==> src/rtl/alu_arbiter.sv <==
// alu_arbiter: two requesters share one ALU, one operation in flight.
//
// State table
//   state | meaning
//   IDLE  | waiting for a request; grant is combinational, operands latched on accept
//   EXEC  | shared ALU evaluates latched operands; result registered at end of cycle
//   HOLD  | result presented on res_*; waits for res_ready, then back to IDLE
//
// Ports
//   clk                  sole clock, rising edge
//   rst                  synchronous active-low reset
//   req0_valid/req1_valid  requester presents an operation
//   req0_ready/req1_ready  operation accepted this cycle (combinational)
//   req0_a/_b, req1_a/_b   signed operands, WIDTH bits
//   req0_ctrl/req1_ctrl    000 AND, 001 OR, 010 ADD, 110 SUB, else signed set-less-than
//   res_valid/res_ready    result handshake
//   res_y, res_zero, res_id  result value, zero flag, owning requester
//   op_count             number of results consumed, wraps at 16 bits
module alu_arbiter #(
    parameter int WIDTH = 32
) (
    input  logic             clk,
    input  logic             rst,
    input  logic             req0_valid,
    input  logic             req1_valid,
    output logic             req0_ready,
    output logic             req1_ready,
    input  logic [WIDTH-1:0] req0_a,
    input  logic [WIDTH-1:0] req0_b,
    input  logic [WIDTH-1:0] req1_a,
    input  logic [WIDTH-1:0] req1_b,
    input  logic [2:0]       req0_ctrl,
    input  logic [2:0]       req1_ctrl,
    output logic             res_valid,
    input  logic             res_ready,
    output logic [WIDTH-1:0] res_y,
    output logic             res_zero,
    output logic             res_id,
    output logic [15:0]      op_count
);

    typedef enum logic [1:0] {IDLE, EXEC, HOLD} state_t;

    state_t           state;
    logic [WIDTH-1:0] a_q;
    logic [WIDTH-1:0] b_q;
    logic [2:0]       ctrl_q;
    logic             id_q;
    logic             last_gnt;
    logic             gnt0;
    logic             gnt1;
    logic [WIDTH-1:0] alu_y;

    // last_gnt = 1 means requester 1 was served last, so requester 0 wins a tie.
    always_comb begin
        gnt0 = 1'b0;
        gnt1 = 1'b0;
        if (rst && state == IDLE) begin
            if (req0_valid && req1_valid) begin
                gnt0 = last_gnt;
                gnt1 = ~last_gnt;
            end else begin
                gnt0 = req0_valid;
                gnt1 = req1_valid;
            end
        end
    end

    assign req0_ready = gnt0;
    assign req1_ready = gnt1;

    always_comb begin
        alu_y = '0;
        case (ctrl_q)
            3'b000:  alu_y = a_q & b_q;
            3'b001:  alu_y = a_q | b_q;
            3'b010:  alu_y = a_q + b_q;
            3'b110:  alu_y = a_q - b_q;
            default: alu_y = {{(WIDTH-1){1'b0}}, ($signed(a_q) < $signed(b_q))};
        endcase
    end

    always_ff @(posedge clk) begin
        if (!rst) begin
            state     <= IDLE;
            a_q       <= '0;
            b_q       <= '0;
            ctrl_q    <= '0;
            id_q      <= 1'b0;
            last_gnt  <= 1'b1;
            res_valid <= 1'b0;
            res_y     <= '0;
            res_zero  <= 1'b0;
            res_id    <= 1'b0;
            op_count  <= '0;
        end else begin
            case (state)
                IDLE: begin
                    if (gnt0 || gnt1) begin
                        a_q    <= gnt1 ? req1_a    : req0_a;
                        b_q    <= gnt1 ? req1_b    : req0_b;
                        ctrl_q <= gnt1 ? req1_ctrl : req0_ctrl;
                        id_q   <= gnt1;
                        state  <= EXEC;
                    end
                end
                EXEC: begin
                    res_y     <= alu_y;
                    res_zero  <= (alu_y == '0);
                    res_id    <= id_q;
                    res_valid <= 1'b1;
                    state     <= HOLD;
                end
                HOLD: begin
                    if (res_ready) begin
                        res_valid <= 1'b0;
                        last_gnt  <= res_id;
                        op_count  <= op_count + 16'd1;
                        state     <= IDLE;
                    end
                end
                default: begin
                    res_valid <= 1'b0;
                    state     <= IDLE;
                end
            endcase
        end
    end

endmodule

==> config.mk <==
export PLATFORM = sky130hd
export DESIGN_NAME = alu_arbiter
export DESIGN_NICKNAME = d
export VERILOG_FILES = /design/src/rtl/alu_arbiter.sv
export SDC_FILE = /design/constraint.sdc
export NUM_CORES = 1
export LEC_CHECK = 0
export CAP_MARGIN = 5
export CORE_MARGIN = 3
export CORE_UTILIZATION = 58
export DETAILED_ROUTE_END_ITERATION = 8
export PLACE_DENSITY = 0.86
export SLEW_MARGIN = 10
export SYNTH_ARGS = -nofsm -noshare
export SYNTH_HDL_FRONTEND = slang
export SYNTH_SLANG_ARGS = --single-unit
==> constraint.sdc <==
create_clock -name clk -period 6.8 [get_ports clk]
set_input_delay 1.02 -clock clk [delete_from_list [all_inputs] [get_ports clk]]
set_output_delay 1.02 -clock clk [all_outputs]
set_load 0.02 [all_outputs]
# Word level (Yosys, flattened, before mapping)
# Cells that the tools add are included.
# W data, S select, Z words.
# classes
n_addsub,3
order_cmp,1
n_eq_ne,7
n_mux,13
n_bitwise,4
n_reduce_logical,10
# ops
operator,n
$pmux W32 S4,1
$mux W32,2
$add A32 B32 Y32,1
$and A32 B32 Y32,1
$logic_not A32 Y1,1
$lt A32 B32 Y1,1
$or A32 B32 Y32,1
$sub A32 B32 Y32,1
$add A16 B1 Y16 const B,1
$reduce_and A2 Y1,4
$pmux W2 S3,1
$mux W1,5
$mux W2,2
$eq A3 B1 Y1 const B,1
$eq A3 B2 Y1 const B,1
$eq A3 B3 Y1 const B,1
$logic_not A3 Y1,1
$mux W3,1
$pmux W1 S3,1
$eq A2 B1 Y1 const B,1
$eq A2 B2 Y1 const B,1
$logic_and A1 B1 Y1,2
$logic_not A2 Y1,1
$ne A2 B1 Y1 const B,1
other kinds (3),4
# totals
regBits,122
out_inout_bits,53

# Depth between registers and ports, before layout
# Gate-level depths: netlist (run 1).
# depth
ltp_word,6
depth_mapped,15
mapped_depth_nobuf,15

# Least setup slack after synthesis (run 1)
# Ideal clock, no wire load.
# synth_path
path_type,flip-flop to flip-flop
startpoint,register a_q[0]
endpoint,register res_zero
setup_time_ns,0.059
t_arrival_ns,3.030
t_required_ns,6.741
path_slack_ns,3.710
path_stages_with_launch,16
n_path_buf,0
path_cell_list,dfxtp_1 inv_1 ha_1 inv_1 fa_1 nor2b_1 o311ai_4 a211oi_2 o31ai_2 a21o_2 a211oi_1 a211o_1 and4bb_1 nand4_1 nor4_2 a41o_1
# synth_between
elab_chain_cells,3
word_cells_on_any_way,7
# synth_lines
element,line,text
start: declaration,45,logic [WIDTH-1:0] a_q;
start signal: assignment,100,a_q <= gnt1 ? req1_a : req0_a;
"$sub A32 B32 Y32, or another cell as far along",78,3'b110: alu_y = a_q - b_q;
$pmux W32 S4 *,74,case (ctrl_q)
$logic_not A32 Y1 *,109,res_zero <= (alu_y == '0);
end signal: assignment,109,
end: declaration,37,"output logic res_zero,"
# Mark *: on every way between the ends. The rest lies on a longest branch, timed or not.
# A chain may end at the register's enable or synchronous reset.

# Worst setup path after layout (run 1)
# layout_path
startpoint,input rst
endpoint,output req0_ready
# layout_between
elab_chain_cells,2
# layout_lines
element,line,text
start: declaration,23,"input logic rst,"
$logic_and A1 B1 Y1,58,if (rst && state == IDLE) begin
$mux W1,58,
end: declaration,26,"output logic req0_ready,"
# Every way passes these cells.

==> metrics.cfg, run 1 <==
[sta]
slew_violations=0
rsz0062_at_grt=false
slew_headroom=0.274
setup_tns_ps=0
finalClockSkew_ps=10.7
finalSetupViolCount=0
finalHoldViolCount=0
layout_setup_ws_ps=1550
tightest_slew_ps=1090
fin_crit_sh=0.773
post-route-min-period_ps=5250
max_freq_mhz=190

[synthesis]
yosysUniqueCellTypes=88
ys_seq_elements=122
async_flop_share=0
synth_edf_count=0
yosysSeqAreaShare=0.243
synth_nets=1620
synth_ff_type=dfxtp_1
syn-cell-area_um2=10000
postSynthCellCount=1377
yosysWarnings=0
synth_area_per_cell_um2=7.29

[drt]
antenna_left=0
drcViolationCount=0
wl_per_cell_um=18.6
drt_iter0_drc=1131
drt_first_pass_iters=6
vias=10729
vias_per_cell=6.20
drt_wl_total_um=32200

[pwr]
ir_drop_v=0.000190
p_leak_nw=4.80
cellPowerDensity_nw_per_um2=227

[critical_path]
cp_data_required_time_ps=5780
r2r_end=res_zero$_SDFFE_PN0P_
cp_data_arrival_time_ps=4230
cp_max_fo=70
r2r_cells=15
critical_path_class=in -> out
end_kind=output pin
regToRegSetupSlack_ps=2700
cp-start-kind=primary input
reg2reg_from=a_q[0]$_SDFFE_PN0P_

[placed_design]
place_ws_ps=1560
hpwl_um=24000
port_buffers=191
gp_congestion=0.971

[finish]
final-seq-area_um2=2440
diodes=0
num-fill-cells=1312
finalNetCount=1742
final_layout_size_suffix_gt1_frac=0.0463
area_growth_pct=24.1
multi_input_area_um2=6750

[clock_tree]
cts-htree-levels=4
ctsHoldBuffers=0
clock_latency_ps=430
cts_tree=done
clock-sinks=122
clk_pin_slew_ps=60
post-cts-setup-buffers=0
cts.repair.resized=0
cts.path.max_buffers=2
cts_root_buf=clkbuf_16
cts_made_buffers=17

[global_routing]
grt_pass1_vias=9827
antenna_found_initial=1
grt_max_degree=116
grt_pass1_wl_um=49900
globalRouteOverflowTotal=0
grt_use_total=0.334

[min_path]
worstHoldStart=id_q$_SDFFE_PN0P_
min_to=id_q$_SDFFE_PN0P_
hold_depth=2
hold_path.class=reg -> reg

[floorplanning]
die_area_um2=18900
fp-row-count=47
die_y_um=138
initial_core_util=0.599
ios=192
die_w_um=138
core_um2=16800

[run_status]
status=finished clean

[run]
cap_violations=0

-- synth_stat cells, drive strengths merged, types with 6 or more instances --
cell,instances,area (um2)
o21bai,7,52.6
a211oi,36,275
o31ai,12,95.1
nor2,185,694
a31oi,8,50.1
nor2b,9,63.8
nor3,17,90.1
nand2,207,782
o21a,9,67.6
nand4,10,62.6
xor2,9,78.8
clkbuf,71,347
o211ai,15,113
dfxtp,122,2440
and3,13,82.6
o21ai,54,274
xnor2,25,219
o211a,7,70.1
o22ai,7,43.8
o2111ai,6,52.6
buf,23,138
ha,102,1280
a311oi,68,596
or3,9,57.6
nor4,14,100
inv,106,398
nand2b,10,62.6
a21o,7,53.8
mux2i,10,100
a21oi,100,508
nand3,30,150
-- sequential cells by signal, summed over array words and instances, names as in the netlist --
name,count
a_q,32
b_q,32
res_y,32
op_count,16
ctrl_q,3
state,2
id_q,1
last_gnt,1
res_id,1
res_valid,1
res_zero,1
-- power breakdown --
group	internal (W)	switching, W	total, W
clock network	0.000659	0.000347	0.00101
logic	0.000399	0.000591	0.000990
registers	0.000776	0.0000621	0.000838
-- cell type report --
class,count,area share
Clock buffer,20,0.0358
Sequential cell,122,0.196
Inverter,106,0.0320
Clock inverter,11,0.0156
Timing Repair Buffer,197,0.157
Tap cell,220,0.0221
Multi-Input combinational cell,1055,0.541
-- stage by stage --
step	std cells	hold slack (ps)	power, W	area [um2]	util
floorplan	1377	432	0.00150	10000	-
global placement	1700	444	0.00180	11800	0.705
detailed placement	1700	445	0.00181	11800	0.705
CTS	1731	455	0.00281	12500	0.744
global route	1731	474	0.00296	12500	0.744
finish	1731	455	0.00283	12500	0.744
-- critical path: stages --
cell,delay [ps]
clkdlybuf4s50_1,740
clkinv_2,630
nor3_1,590
nand3_2,120
buf_4,340
inv_2,130
clkdlybuf4s50_1,610
-- worst max-delay path by stage --
| stage | from | end | depth (start not counted) |
|---|---|---|---|
| after floorplan | a_q[0]$_SDFFE_PN0P_ | res_zero$_SDFFE_PN0P_ | 15 |
| after global placement | rst | req0_ready | 7 |
| after detailed placement | rst | req0_ready | 7 |
| after CTS | rst | req0_ready | 7 |
| after global routing | rst | req0_ready | 7 |
| final | rst | req0_ready | 7 |
-- cells in the final DEF, fill, tap and decap left out, drive strengths merged, types with 8 or more instances in the layout --
| cell type | count |
|---|---|
| o211ai | 15 |
| a211oi | 36 |
| xor2 | 9 |
| nor3 | 17 |
| clkdlybuf4s50 | 191 |
| ha | 102 |
| mux2i | 10 |
| o31ai | 12 |
| nor2 | 185 |
| xnor2 | 25 |
| nand3 | 30 |
| dfxtp | 122 |
| inv | 106 |
| clkbuf | 20 |
| nand2 | 207 |
| nand2b | 10 |
| or3 | 9 |
| nand4 | 10 |
| a21oi | 100 |
| o21a | 9 |
| and3 | 13 |
| o21ai | 54 |
| a311oi | 68 |
| a31oi | 8 |
| nor2b | 9 |
| nor4 | 14 |
-- cells by family after synthesis --
group                      after synthesis  share of synthesized area
adders and majority gates              104                      0.131
AOI/OAI and AO/OA                      379                      0.264
xor gates and xnor gates                34                     0.0296
buffers and inverters                  200                     0.0878
DFF                                    122                      0.243
and+or+nand+nor                        526                      0.232
muxes                                   12                     0.0122
-- metal layers --
layer  up-vias  share of wire  global-route usage
met5         -        0.00040                   0
met1      4987           0.44               0.474
li1       5116              -                   -
met3        74           0.11              0.0730
met4         2          0.025               0.116
met2       550           0.43               0.498
No activity file was read; power rests on OpenSTA's default activity.
==> run 2: changes to the inputs <==
--- a/config.mk
+++ b/config.mk
@@ -7,9 +7,9 @@
 export LEC_CHECK = 0
 export CAP_MARGIN = 5
 export CORE_MARGIN = 3
-export CORE_UTILIZATION = 58
+export CORE_UTILIZATION = 54
 export DETAILED_ROUTE_END_ITERATION = 8
-export PLACE_DENSITY = 0.86
+export PLACE_DENSITY = 0.81
 export SLEW_MARGIN = 10
 export SYNTH_ARGS = -nofsm -noshare
 export SYNTH_HDL_FRONTEND = slang
==> constraint.sdc (replaced) <==
create_clock -name clk -period 5.5 [get_ports clk]
set_input_delay 0.825 -clock clk [delete_from_list [all_inputs] [get_ports clk]]
set_output_delay 0.825 -clock clk [all_outputs]
set_load 0.02 [all_outputs]
==> run 2 against run 1 <==
Sequential power up 24%. Register-to-register slack worse by 1100 ps. Sequential share of layout area unchanged. Worst setup slack worse by 13 ps. Power up 21%. Via count down 1.7%.
==> metrics.cfg, run 2 (synthesis results as in run 1) <==
[sta]
max_freq_mhz=252
setup_tns_ps=0
tightest_slew_ps=1130
slew_headroom=0.250
post-route-min-period_ps=3970
slew_violations=0
finalClockSkew_ps=10.9
finalSetupViolCount=0
layout_setup_ws_ps=1530
fin_crit_sh=0.721
rsz0062_at_grt=false
finalHoldViolCount=0

[global_routing]
grt_use_total=0.311
globalRouteOverflowTotal=0
grt_pass1_wl_um=51100
grt_max_degree=121
grt_pass1_vias=9634
antenna_found_initial=0

[finish]
multi_input_area_um2=6750
final_layout_size_suffix_gt1_frac=0.0495
fin_util=0.687
num-fill-cells=1569
mostFrequentLayoutCell=nand2_1
postLayoutCellArea_um2=12500
area_growth_pct=24.1
finalNetCount=1746
layout_common_cells=nand2_1 (205), clkdlybuf4s50_1 (191), nor2_1 (185), dfxtp_1 (121)
top_regs=a_q: 32 flops, b_q: 32 flops, res_y: 32 flops
final-seq-area_um2=2440
diodes=0

[floorplanning]
core_um2=18100
die_area_um2=20300
ios=192
die_w_um=142
die_y_um=142
initial_core_util=0.554
fp-row-count=49

[min_path]
hold_depth=2
hold_path.class=reg -> reg

[pwr]
p_int_w=0.00217
pwr-share-comb=0.357
cellPowerDensity_nw_per_um2=275
seqPwrFrac=0.304
power_w=0.00343
ir_drop_v=0.000218
clockPowerShare=0.340
swShare=0.367
power.switching_w=0.00126
p_leak_nw=4.78

[critical_path]
worst_path_max_delay_cell=clkdlybuf4s50_1
cp_data_arrival_time_ps=3140
path_cells=clkdlybuf4s50_1 > clkinv_2 > nor3_1 > nand3_4 > inv_1 > clkdlybuf4s50_1
end_kind=output pin
path_delay_family=buffers and inverters
cp_data_required_time_ps=4680
cp-start-kind=primary input
cp.depth=6
cpMostUsedCell=clkdlybuf4s50_1
critical_path_class=in -> out
r2r_cells=13
worst-path-buf-inv=4
slowest_delay_ps=760
cp_max_fo=18

[clock_tree]
ctsHoldBuffers=0
cts_made_buffers=17
cts_root_buf=clkbuf_16
clock-sinks=122
cts-htree-levels=4
cts.path.max_buffers=2
cts_tree=done
clk_pin_slew_ps=60
clock_latency_ps=430
post-cts-setup-buffers=0
cts.repair.resized=0

[drt]
drcViolationCount=0
wl_per_cell_um=18.4
vias_per_cell=6.05
drt_iter0_drc=896
vias=10550
drt_first_pass_iters=7
antenna_left=0
drt_wl_total_um=32200

[placed_design]
place_ws_ps=1580
placed_area_um2=11900
gp_congestion=0.992
hpwl_um=24300
port_buffers=191

[run_status]
status=finished clean

[run]
cap_violations=0

==> run 2: worst register-to-register path, delay by kind of cell, from the launching register on <==
| kind | cells | cell delay [ps] |
|---|---|---|
| AOI/OAI and AO/OA | 3 | 650 |
| adders and majority gates | 1 | 330 |
| buffers and inverters | 1 | 150 |
| DFF | 1 | 540 |
| and+or+nand+nor | 8 | 2190 |
==> run 2: routing by layer <==
layer	track usage	wire, um	vias up
met5	0	0	-
li1	-	-	5102
met2	0.466	13600	524
met1	0.468	15100	4890
met3	0.0504	3010	34
met4	0.0745	443	0
==> run 2: final cells by class <==
class / count / share of cell area
clock buffers: 18 / 0.0344
clock inverters: 14 / 0.0139
inverters: 106 / 0.0320
multi-input cells: 1055 / 0.541
flip-flops and latches: 122 / 0.196
well taps: 229 / 0.0230
repair buffers: 201 / 0.159
==> run 2: metrics by stage <==
| stage | cells | hold slack (ps) |
|---|---|---|
| floorplan | 1377 | 432 |
| global placement | 1713 | 445 |
| detailed placement | 1713 | 452 |
| CTS | 1745 | 461 |
| global route | 1745 | 503 |
| finish | 1745 | 462 |
==> run 2: worst paths after layout <==
check,start,to,slack [ps]
hold reg to reg,id_q$_SDFFE_PN0P_,res_id$_SDFFE_PN0P_,460
hold / removal,id_q$_SDFFE_PN0P_,res_id$_SDFFE_PN0P_,460
setup reg to reg,a_q[1]$_SDFFE_PN0P_,res_zero$_SDFFE_PN0P_,1580
setup / recovery,rst,req1_ready,1530
==> run 2: power by group through the flow <==
stage / registers [W] / logic [W] / clock network (W)
floorplan: 0.00106 / 0.000801 / 0
global placement: 0.00105 / 0.00118 / 0
detailed placement: 0.00106 / 0.00119 / 0
CTS: 0.00104 / 0.00120 / 0.00117
global route: 0.00105 / 0.00133 / 0.00121
finish: 0.00104 / 0.00122 / 0.00116
